### src/rtl/wbu_uart_pkg.sv
// rtl/wbu_uart_pkg.sv - shared state encoding and framing constants for the 8N1 transmitter
package wbu_uart_pkg;

    typedef enum logic [1:0] {
        IDLE  = 2'd0,
        START = 2'd1,
        DATA  = 2'd2,
        STOP  = 2'd3
    } uart_state_t;

    localparam logic [23:0] DEFAULT_CLOCKS_PER_BAUD = 24'd868;
    localparam int          BITS_PER_FRAME          = 10;

endpackage

### src/rtl/wbu_baud_tick.sv
// rtl/wbu_baud_tick.sv - reloadable bit-period down-counter with end-of-bit and next-to-last flags
module wbu_baud_tick #(
    parameter int                LGBAUD          = 24,
    parameter logic [LGBAUD-1:0] CLOCKS_PER_BAUD = LGBAUD'(868)
) (
    input  logic i_clk,
    input  logic i_reset_n,
    input  logic i_reload,
    input  logic i_enable,
    output logic o_tick,
    output logic o_near_end
);

    logic [LGBAUD-1:0] counter_q;
    logic [LGBAUD-1:0] counter_d;

    // Reload wins over decrement; the count parks at zero until reloaded.
    always_comb begin
        counter_d = counter_q;
        if (i_reload) begin
            counter_d = CLOCKS_PER_BAUD - LGBAUD'(1);
        end else if (i_enable && (counter_q != '0)) begin
            counter_d = counter_q - LGBAUD'(1);
        end
    end

    always_ff @(posedge i_clk or negedge i_reset_n) begin
        if (!i_reset_n) begin
            counter_q <= '0;
        end else begin
            counter_q <= counter_d;
        end
    end

    assign o_tick     = (counter_q == '0);
    assign o_near_end = (counter_q == LGBAUD'(1));

endmodule

### src/rtl/wbu_uart_tx.sv
// rtl/wbu_uart_tx.sv - 8N1 UART transmitter with zero-gap back-to-back frames
// Optional WBU_UART_TX_CTS_EN adds i_cts_n flow control gating frame starts.
module wbu_uart_tx
    import wbu_uart_pkg::*;
#(
    parameter int                LGBAUD          = 24,
    parameter logic [LGBAUD-1:0] CLOCKS_PER_BAUD = LGBAUD'(DEFAULT_CLOCKS_PER_BAUD)
) (
    input  logic       i_clk,
    input  logic       i_reset_n,
    input  logic       i_stb,
    input  logic [7:0] i_data,
`ifdef WBU_UART_TX_CTS_EN
    input  logic       i_cts_n,
`endif
    output logic       o_busy,
    output logic       o_uart_tx
);

    localparam int DATA_BITS = BITS_PER_FRAME - 2;

    uart_state_t state_q;
    logic [7:0]  shift_q;
    logic [2:0]  bit_idx_q;
    logic        busy_q;
    logic        tx_q;

    logic        tick;
    logic        near_end;
    logic        accept;
    logic        reload;
    logic        cts_block;
    logic        cts_next;

`ifdef WBU_UART_TX_CTS_EN
    logic cts_meta_q;
    logic cts_sync_q;

    always_ff @(posedge i_clk or negedge i_reset_n) begin
        if (!i_reset_n) begin
            cts_meta_q <= 1'b0;
            cts_sync_q <= 1'b0;
        end else begin
            cts_meta_q <= i_cts_n;
            cts_sync_q <= cts_meta_q;
        end
    end

    // Busy tracks the value about to enter the sync stage, so it clears
    // the same edge the synchroniser output does and a start follows one clock later.
    assign cts_block = cts_sync_q;
    assign cts_next  = cts_meta_q;
`else
    assign cts_block = 1'b0;
    assign cts_next  = 1'b0;
`endif

    assign accept = i_stb && !busy_q && !cts_block &&
                    ((state_q == IDLE) || ((state_q == STOP) && tick));
    assign reload = accept || (tick && ((state_q == START) || (state_q == DATA)));

    wbu_baud_tick #(
        .LGBAUD         (LGBAUD),
        .CLOCKS_PER_BAUD(CLOCKS_PER_BAUD)
    ) u_baud (
        .i_clk     (i_clk),
        .i_reset_n (i_reset_n),
        .i_reload  (reload),
        .i_enable  (state_q != IDLE),
        .o_tick    (tick),
        .o_near_end(near_end)
    );

    always_ff @(posedge i_clk or negedge i_reset_n) begin
        if (!i_reset_n) begin
            state_q   <= IDLE;
            shift_q   <= 8'h00;
            bit_idx_q <= 3'd0;
            busy_q    <= 1'b0;
            tx_q      <= 1'b1;
        end else begin
            case (state_q)
                IDLE: begin
                    if (accept) begin
                        state_q <= START;
                        shift_q <= i_data;
                        busy_q  <= 1'b1;
                        tx_q    <= 1'b0;
                    end else begin
                        busy_q  <= cts_next;
                    end
                end
                START: begin
                    if (tick) begin
                        state_q   <= DATA;
                        bit_idx_q <= 3'd0;
                        tx_q      <= shift_q[0];
                        shift_q   <= {1'b0, shift_q[7:1]};
                    end
                end
                DATA: begin
                    if (tick) begin
                        if (bit_idx_q == 3'(DATA_BITS - 1)) begin
                            state_q <= STOP;
                            tx_q    <= 1'b1;
                        end else begin
                            bit_idx_q <= bit_idx_q + 3'd1;
                            tx_q      <= shift_q[0];
                            shift_q   <= {1'b0, shift_q[7:1]};
                        end
                    end
                end
                STOP: begin
                    if (tick) begin
                        // Last stop-bit clock doubles as the next frame's acceptance edge.
                        if (accept) begin
                            state_q <= START;
                            shift_q <= i_data;
                            busy_q  <= 1'b1;
                            tx_q    <= 1'b0;
                        end else begin
                            state_q <= IDLE;
                            busy_q  <= cts_next;
                        end
                    end else if (near_end) begin
                        busy_q <= cts_next;
                    end
                end
                default: begin
                    state_q <= IDLE;
                    busy_q  <= 1'b0;
                    tx_q    <= 1'b1;
                end
            endcase
        end
    end

    assign o_busy    = busy_q;
    assign o_uart_tx = tx_q;

endmodule
### config.mk
export PLATFORM = sky130hd
export DESIGN_NAME = wbu_uart_tx
export DESIGN_NICKNAME = d
export VERILOG_FILES = /design/src/rtl/wbu_uart_pkg.sv /design/src/rtl/wbu_baud_tick.sv /design/src/rtl/wbu_uart_tx.sv
export SDC_FILE = /design/constraint.sdc
export NUM_CORES = 1
export LEC_CHECK = 0
export BUFFER_PORTS_ARGS = -buffer_cell sky130_fd_sc_hd__buf_2
export CAP_MARGIN = 20
export CELL_PAD_IN_SITES_DETAIL_PLACEMENT = 2
export CELL_PAD_IN_SITES_GLOBAL_PLACEMENT = 2
export CORE_MARGIN = 5
export CORE_UTILIZATION = 30
export CTS_CLUSTER_DIAMETER = 150
export DETAILED_ROUTE_END_ITERATION = 10
export PLACE_DENSITY_LB_ADDON = 0.2
export SLEW_MARGIN = 10
export SYNTH_ARGS = -nofsm -noshare
export SYNTH_HDL_FRONTEND = slang
export SYNTH_SLANG_ARGS = --single-unit
### constraint.sdc
create_clock -name i_clk -period 4.4 [get_ports i_clk]
set_input_delay 0.88 -clock i_clk [delete_from_list [all_inputs] [get_ports i_clk]]
set_output_delay 0.88 -clock i_clk [all_outputs]
set_load 0.01 [all_outputs]
==> results.json, run 1 <==
{
  "crit_chain": "or4_1 -> nor2_1 -> and3_4 -> o211a_1 -> mux2_2",
  "place_area_um2": 2470,
  "fmax_mhz": 347,
  "hp-class": "flip-flop to flip-flop",
  "gp_congestion": 0.693,
  "power.density_nw_per_um2": 552,
  "wirelength_mm": 6.05,
  "min_period_over_period_pct": 65.5,
  "cts_resized": 0,
  "critPathArrivalTime_ns": 3.07,
  "postCtsHoldBufs": 0,
  "cts_tree": "yes",
  "dp_hpwl_mm": 4.20,
  "slew_headroom_pct": 39.1,
  "num_vias": 1806,
  "dieArea_um2": 9680,
  "grt_pass1_vias": 1952,
  "post-route-util_pct": 33.3,
  "tightest_slew_ns": 0.913,
  "grt_max_degree": 40,
  "drv_slew": 0,
  "firstDrtPassIters": 4,
  "synth_area_leaders": "dfrtp_1 (41%), mux2_2 (7.2%), ha_1 (4.3%)",
  "syn_to_final_growth_pct": 9.13,
  "slowest_stage": "or4_1",
  "fill_cells": 863,
  "postCtsSetupBuffers": 0,
  "die_x_um": 98.4,
  "initial_core_util_pct": 30.5,
  "layout_min_cycle_time_ns": 2.88,
  "grt_pass1_wl_mm": 10.4,
  "port_buffers": 12,
  "vdd_drop_max_mv": 0.201,
  "fin_skew_ns": 0.00764,
  "rsz0062_at_grt": "no",
  "grt_antenna_before_repair": 0,
  "ys_seq_area_share_pct": 41.7,
  "ys_seq_elements": 39,
  "drv_cap": 0,
  "netlist_area_um2": 2340,
  "syn_nets": 246,
  "drt_drc_violations_left": 0,
  "end_kind": "flip-flop",
  "yosys_warnings": 0,
  "place_worst_setup_slack_ns": 1.53,
  "final_common_cell": "dfrtp_1",
  "hold_viol": 0,
  "cts_max_level": 2,
  "grt_usage_pct": 13.3,
  "cts_sinks": 39,
  "core_area_um2": 7690,
  "setup_tns_ns": 0,
  "critPathRequiredTime_ns": 4.59,
  "row_count": 32,
  "vias_per_cell": 5.31,
  "p_leak_nw": 1.11,
  "crit_fanout": 23,
  "slowest_delay_ns": 0.58,
  "worst-setup-path-type": "flip-flop to flip-flop",
  "num_io_pins": 13,
  "cts_buffers": 5,
  "final_area_um2": 2560,
  "antenna_cells": 0,
  "clk_path_buf_depth": 2,
  "start_kind": "flip-flop",
  "final_net_count": 256,
  "wl_per_cell_um": 17.8,
  "finalWorstSetupSlack_ns": 1.52,
  "chipHeight_um": 98.4,
  "synth_top_area_cell": "dfrtp_1",
  "synth_cell_type_count": 52,
  "initialDrtViolationCount": 35,
  "status": "completed",
  "clock-root-buffer": "clkbuf_8",
  "ant_nets": 0,
  "grt_overflow": 0,
  "yosys.area.top_type_share_pct": 40.6,
  "clkTransAtPathRegs_ns": 0.09,
  "final_cell_mix": "dfrtp_1 (38), nor2_1 (21), nand3_1 (15), mux2_2 (15), nand2_1 (13)",
  "synth.avg_cell_area_um2": 10.3,
  "setup_viol": 0,
  "insertion_delay_ns": 0.30,
  "synth_cells": 227,
  "drive_above_1_share_pct": 20.2
}
-- worst max-delay path: cells and delay by family, from the launching register on --
family           cells  cell delay, ns
multiplexers         1            0.38
AND/OR/NAND/NOR      3            1.50
flip-flops           1            0.45
AO/OA/AOI/OAI        1            0.44
-- synthesized netlist by cell type (all sizes together) --
cell type  count
dfrtp         38
xnor2          1
a22o           1
o31ai          2
xor2           7
o32ai          1
and3           3
o211a          1
a2111oi        1
inv            6
nand3         15
nand2         13
a32o           1
ha             8
or4            9
mux2          16
nor3           6
buf            5
nor2          21
a21oi          6
or2            1
nand4b         1
nor4           6
nand2b         2
a41oi          1
o21ai          7
nor4b          1
or3            6
nand3b         2
and2           1
a31oi          4
o211ai         5
nand4          3
o311ai         1
o31a           1
o41ai          3
nor2b          4
dfstp          1
o22ai          1
mux2i          8
a21o           3
clkbuf         4
-- layer usage --
metal  vias up  global-route usage (%)  part of all wire [%]
met1       922                    18.4                    48
met4         0                    3.78                   1.2
li1        863                       -                     -
met5         -                       0                     0
met3         5                    2.36                   1.8
met2        16                    21.2                    49
-- sequential cells by signal, indices dropped and copies added (netlist names) --
| signal | count |
|---|---|
| u_baud.counter_q | 24 |
| shift_q | 8 |
| bit_idx_q | 3 |
| state_q | 2 |
| o_busy | 1 |
| o_uart_tx | 1 |
-- report_power, final --
group          switching [W]  leakage (nW)  internal, W
clock               0.000144        0.0402     0.000111
sequential         0.0000777         0.493     0.000444
combinational       0.000343         0.576     0.000294
total               0.000564          1.11     0.000848
-- logic make-up after synthesis --
kind of cell,count (synthesis),synth area share (%)
XOR/XNOR,8,2.99
AO/OA/AOI/OAI,39,12.3
multiplexers,24,11.3
AND/OR/NAND/NOR,94,23.9
buffers and inverters,15,3.63
adder cells (fa/ha/maj),8,4.27
flip-flops,39,41.7
-- metrics by stage --
step | hold slack (ns) | std cells | total power, W
4_1_cts | 0.501 | 340 | 0.00144
3_5_place_dp | 0.479 | 332 | 0.00118
6_report | 0.496 | 340 | 0.00141
2_1_floorplan | 0.447 | 227 | 0.00104
3_3_place_gp | 0.487 | 332 | 0.00116
5_1_grt | 0.522 | 340 | 0.00153
-- worst paths after layout --
kind | cells after the start | end | start | slack [ns]
max | 5 | shift_q[5] | u_baud.counter_q[8] | 1.52
min | 1 | u_baud.counter_q[19] | u_baud.counter_q[19] | 0.50
max reg2reg | 5 | shift_q[5] | u_baud.counter_q[8] | 1.52
min reg2reg | 1 | u_baud.counter_q[19] | u_baud.counter_q[19] | 0.50
max in group asynchronous | 1 | bit_idx_q[2] | i_reset_n | 3.13
min in group asynchronous | 1 | u_baud.counter_q[15] | i_reset_n | 0.71
-- layout make-up --
type	instances	area, µm²	share of cell area (%)
clock inverter	3	20.0	0.783
tap	102	128	4.99
clock buffer	5	68.8	2.69
inverter	6	22.5	0.881
timing repair buffer	12	60.1	2.35
sequential	39	977	38.2
multi-input combinational	173	1280	50.1
Note: power is estimated with default switching activity, not from simulation.
==> run 2: changes to the inputs <==
==> constraint.sdc (replaced) <==
create_clock -name i_clk -period 2.75 [get_ports i_clk]
set_input_delay 0.55 -clock i_clk [delete_from_list [all_inputs] [get_ports i_clk]]
set_output_delay 0.55 -clock i_clk [all_outputs]
set_load 0.01 [all_outputs]
==> run 2 against run 1 <==
Against the previous run: non-clock buffer count increased by 7; core utilization increased by 1.1 points; largest power group unchanged; setup slack got worse by 1.2 ns; sequential share of layout area decreased by 1.2 points.
==> results.json, run 2 (same netlist as run 1, synthesis figures left out) <==
{
  "p_leak_nw": 1.16,
  "final_cell_mix": "dfrtp_1 (38), nor2_1 (21), nand3_1 (15), mux2_2 (15), nand2_1 (13)",
  "critPathArrivalTime_ns": 2.62,
  "clk_path_buf_depth": 2,
  "postCtsHoldBufs": 0,
  "fin_skew_ns": 0.00377,
  "slew_headroom_pct": 37.2,
  "layout_min_cycle_time_ns": 2.44,
  "critPathRequiredTime_ns": 2.93,
  "tightest_slew_ns": 0.942,
  "cts_buffers": 5,
  "grt_overflow": 0,
  "largest_reg_flops": 24,
  "grt_max_degree": 40,
  "drive_above_1_share_pct": 22.4,
  "vias_per_cell": 5.26,
  "grt_pass1_wl_mm": 10.4,
  "start_kind": "flip-flop",
  "antenna_cells": 0,
  "setup_viol": 0,
  "reg2reg_slack_ns": 0.31,
  "initialDrtViolationCount": 25,
  "cts_tree": "yes",
  "end_kind": "flip-flop",
  "final_net_count": 263,
  "wl_per_cell_um": 17.6,
  "crit_fanout": 8,
  "rsz0062_at_grt": "no",
  "p_total_w": 0.00240,
  "insertion_delay_ns": 0.29,
  "fmax_mhz": 410,
  "clock-root-buffer": "clkbuf_8",
  "top_register": "u_baud.counter_q",
  "core_area_um2": 7690,
  "wirelength_mm": 6.10,
  "hold_viol": 0,
  "grt_usage_pct": 13.3,
  "hp-class": "input port to asynchronous set/reset pin",
  "pwr-share-comb_pct": 43.9,
  "slowest_delay_ns": 0.61,
  "die_x_um": 98.4,
  "ant_nets": 0,
  "cts_sinks": 39,
  "port_buffers": 12,
  "drv_slew": 0,
  "clkTransAtPathRegs_ns": 0.08,
  "drv_cap": 0,
  "final_cells": 347,
  "min_period_over_period_pct": 88.7,
  "p_sw_w": 0.000907,
  "p_int_w": 0.00149,
  "num_io_pins": 13,
  "cts_resized": 0,
  "syn_to_final_growth_pct": 12.6,
  "status": "completed",
  "chipHeight_um": 98.4,
  "firstDrtPassIters": 4,
  "dp_hpwl_mm": 4.37,
  "clockPowerShare_pct": 21.1,
  "seqPwrFrac_pct": 34.9,
  "grt_antenna_before_repair": 0,
  "worst-setup-path-type": "flip-flop to flip-flop",
  "grt_pass1_vias": 1988,
  "row_count": 32,
  "crit_path_start": "u_baud.counter_q[17]",
  "setup_tns_ns": 0,
  "vdd_drop_max_mv": 0.259,
  "initial_core_util_pct": 30.5,
  "reg2reg_from": "u_baud.counter_q[17]",
  "power.density_nw_per_um2": 909,
  "final_common_cell": "dfrtp_1",
  "drt_drc_violations_left": 0,
  "cts_max_level": 2,
  "crit_chain": "or4_4 -> nor4_4 -> and3_4 -> o211a_1 -> mux2_2",
  "reg.largest.list": "u_baud.counter_q x24, shift_q x8, bit_idx_q x3",
  "gp_congestion": 0.720,
  "dieArea_um2": 9680,
  "num_vias": 1826,
  "swShare_pct": 37.8,
  "postCtsSetupBuffers": 0,
  "slowest_stage": "or4_4",
  "post-place-cells": 339
}
[run 2: cell types whose count changed in the layout (fill, tap and decap cells not counted), sizes merged]
cell / delta
buf: +7
bufinv: +1
clkbuf: +1
clkinvlp: -2
[run 2: power by group through the flow]
| stage | registers [W] | clock network [W] | logic (W) |
|---|---|---|---|
| after floorplan | 0.000808 | 0 | 0.000849 |
| after global placement | 0.000842 | 0 | 0.00104 |
| after detailed placement | 0.000854 | 0 | 0.00106 |
| after CTS | 0.000843 | 0.000527 | 0.00108 |
| after global routing | 0.000863 | 0.000548 | 0.00119 |
| final | 0.000837 | 0.000507 | 0.00105 |
[run 2: cell type report]
class | instances | area [µm²]
Clock buffer | 6 | 82.6
Clock inverter | 2 | 35.0
Fill cell | 889 | 5050
Inverter | 6 | 22.5
Multi-Input combinational cell | 173 | 1280
Sequential cell | 39 | 977
Tap cell | 102 | 128
Timing Repair Buffer | 19 | 113
[run 2: path summary, 6_finish.rpt]
path / cells past startpoint / end
setup reg to reg: 5 / shift_q[5]
setup / recovery: 5 / shift_q[5]
max in group asynchronous: 1 / shift_q[7]
min in group i_clk: 1 / u_baud.counter_q[19]
hold reg to reg: 1 / u_baud.counter_q[19]
hold / removal: 1 / u_baud.counter_q[14]
[run 2: worst max-delay path, delay by kind of cell (launching register included)]
kind            cells  cell delay [ns]
simple gates        3             1.17
compound gates      1             0.35
mux                 1             0.38
flops               1             0.42
[run 2: through the flow]
step	hold slack (ns)	instance area, µm²	util (%)	setup slack, ns
3_3_place_gp	0.478	2520	32.8	0.345
6_report	0.396	2640	34.3	0.312
3_5_place_dp	0.492	2520	32.8	0.301
5_1_grt	0.475	2640	34.3	0.170
4_1_cts	0.431	2640	34.3	0.289
2_1_floorplan	0.254	2340	-	0.486
[run 2: per-layer routing]
metal  global-route usage, %  wire length (µm)  up-vias
li1                        -                 -      877
met1                    18.8              3110      936
met2                    20.9              2830        7
met3                    2.36                64        6
met4                    4.10                84        0
met5                       0                 0        -
==> run 3: changes to the inputs <==
--- a/config.mk
+++ b/config.mk
@@ -9,7 +9,6 @@
 export CAP_MARGIN = 20
 export CELL_PAD_IN_SITES_DETAIL_PLACEMENT = 2
 export CELL_PAD_IN_SITES_GLOBAL_PLACEMENT = 2
-export CORE_MARGIN = 5
 export CORE_UTILIZATION = 30
 export CTS_CLUSTER_DIAMETER = 150
 export DETAILED_ROUTE_END_ITERATION = 10
==> constraint.sdc (replaced) <==
create_clock -name i_clk -period 2 [get_ports i_clk]
set_input_delay 0.4 -clock i_clk [delete_from_list [all_inputs] [get_ports i_clk]]
set_output_delay 0.4 -clock i_clk [all_outputs]
set_load 0.01 [all_outputs]
==> run 3 against run 2 <==
Against the previous run: the flow now finishes with violations (setup timing); flip-flop and latch count unchanged; clock-buffer cell count down 1; sequential power increased by 33%; critical endpoint unchanged; largest cell class unchanged.
==> results.json, run 3 (same netlist as run 1, synthesis figures left out) <==
{
  "slowest_delay_ns": 0.58,
  "grt_antenna_before_repair": 0,
  "syn_to_final_growth_pct": 54.0,
  "dieArea_um2": 8170,
  "setup_viol": 39,
  "final_net_count": 336,
  "hold_ws_ns": 0.157,
  "min_period_over_period_pct": 112,
  "critPathBufInv": 1,
  "hp-class": "input port to asynchronous set/reset pin",
  "violations": "setup timing",
  "insertion_delay_ns": 0.30,
  "use_met2_pct": 38.4,
  "gp_congestion": 0.764,
  "cp_top_family": "simple AND/OR/NAND/NOR gates",
  "critPathRequiredTime_ns": 2.19,
  "tightest_slew_ns": 0.558,
  "final_common_cell": "buf_4",
  "drt_drc_violations_left": 0,
  "busiest_layer": "met2",
  "cts_buffers": 5,
  "crit_fanout": 8,
  "drv_cap": 0,
  "cts_sinks": 39,
  "met1_usage_pct": 25.7,
  "p_total_w": 0.00433,
  "fmax_mhz": 447,
  "initial_core_util_pct": 31.6,
  "antenna_cells": 0,
  "seqCellArea_um2": 980,
  "port_buffers": 12,
  "final_area_um2": 3610,
  "wirelength_mm": 8.81,
  "clkTransAtPathRegs_ns": 0.09,
  "slowest_stage": "or4_4",
  "multiInputGateArea_um2": 1610,
  "end_kind": "flip-flop",
  "wl_per_cell_um": 21.1,
  "slew_headroom_pct": 62.8,
  "grt_pass1_wl_mm": 13.3,
  "grt_overflow": 0,
  "fin_skew_ns": 0.00735,
  "clk_path_buf_depth": 2,
  "num_vias": 2203,
  "grt_max_degree": 40,
  "chipHeight_um": 90.4,
  "row_count": 31,
  "critPathArrivalTime_ns": 2.43,
  "worst-setup-path-type": "flip-flop to flip-flop",
  "clockPowerShare_pct": 16.1,
  "p_int_w": 0.00265,
  "reg.largest.list": "u_baud.counter_q x24, shift_q x8, bit_idx_q x3",
  "grt_util_met3_pct": 2.53,
  "grt_pass1_vias": 2485,
  "cts_tree": "yes",
  "num_io_pins": 13,
  "drv_slew": 0,
  "vias_per_cell": 5.28,
  "swShare_pct": 38.8,
  "pwr-share-comb_pct": 58.3,
  "finalWorstSetupSlack_ns": -0.236,
  "crit_chain": "or4_4 -> nor4_4 -> and3_4 -> o211a_1 -> buf_12 -> mux2_4",
  "final_cell_mix": "buf_4 (62), dfrtp_1 (36), nor2_1 (18)",
  "power.density_nw_per_um2": 1200,
  "core_area_um2": 7410,
  "p_sw_w": 0.00168,
  "dp_hpwl_mm": 5.34,
  "seqPwrFrac_pct": 25.7,
  "cts_max_level": 2,
  "post-route-util_pct": 48.7,
  "firstDrtPassIters": 4,
  "grt_usage_pct": 20.8,
  "p_leak_nw": 1.62,
  "vdd_drop_max_mv": 0.538,
  "status": "complete, but fails checks",
  "start_kind": "flip-flop",
  "layout_min_cycle_time_ns": 2.24,
  "die_x_um": 90.4,
  "largest_reg_flops": 24,
  "initialDrtViolationCount": 45,
  "rsz0062_at_grt": "yes",
  "place_area_um2": 2990,
  "drive_above_1_share_pct": 53.5,
  "clock-root-buffer": "clkbuf_8",
  "ant_nets": 0,
  "hold_viol": 0,
  "top_register": "u_baud.counter_q",
  "fill_cells": 765
}
[run 3: cell count changes in the layout (fill, tap and decap cells not counted), moves of 8 or more]
| cell | delta |
|---|---|
| buf_4 | +55 |
| buf_6 | +14 |
| mux2_2 | -8 |
| mux2_4 | +8 |
| nand3_1 | -13 |
| nand3_2 | +11 |
[run 3: metrics by stage]
step | setup TNS, ns | worst slack [ns] | std cells
6_report | -5.28 | -0.236 | 417
5_1_grt | -8.37 | -0.310 | 417
4_1_cts | -3.24 | -0.194 | 410
3_5_place_dp | -3.09 | -0.170 | 392
3_3_place_gp | -2.03 | -0.133 | 392
2_1_floorplan | -2.07 | -0.151 | 227
[run 3: worst paths after layout]
path | startpoint | cells after the start | slack [ns] | to
worst max-delay path | u_baud.counter_q[17] | 6 | -0.24 | shift_q[5]
worst min-delay path | i_reset_n | 2 | 0.16 | u_baud.counter_q[4]
worst max register to register | u_baud.counter_q[17] | 6 | -0.24 | shift_q[5]
worst min register to register | u_baud.counter_q[19] | 1 | 0.51 | u_baud.counter_q[19]
max in group asynchronous | i_reset_n | 2 | 1.44 | u_baud.counter_q[2]
min in group i_clk | i_data[2] | 3 | 0.46 | shift_q[2]
[run 3: repair_timing]
item | CTS | global route
gates resized for setup | 44 | 36
setup buffers | 9 | 10
hold buffers | 0 | 0
pin swaps | 34 | 22
setup endpoints to repair | 37 | 39
gates cloned | 1 | 0
[run 3: cell type report]
type	count	area share, %
Multi-Input combinational cell	173	44.6
Sequential cell	39	27.1
Tap cell	99	3.43
Clock buffer	5	1.91
Inverter	6	0.624
Timing Repair Buffer	92	21.1
Clock inverter	3	1.21
[run 3: power groups by stage]
stage          Combinational, W  Clock [W]  Sequential (W)
5_1_grt                 0.00270   0.000744         0.00113
3_5_place_dp            0.00212          0         0.00111
2_1_floorplan           0.00130          0         0.00111
3_3_place_gp            0.00205          0         0.00110
6_report                0.00253   0.000697         0.00111
4_1_cts                 0.00228   0.000705         0.00109
[run 3: routing by layer]
| metal | routed length (µm) | vias up |
|---|---|---|
| li1 | - | 1024 |
| met1 | 3910 | 1160 |
| met2 | 4710 | 13 |
| met3 | 113 | 6 |
| met4 | 77 | 0 |
| met5 | 0 | - |
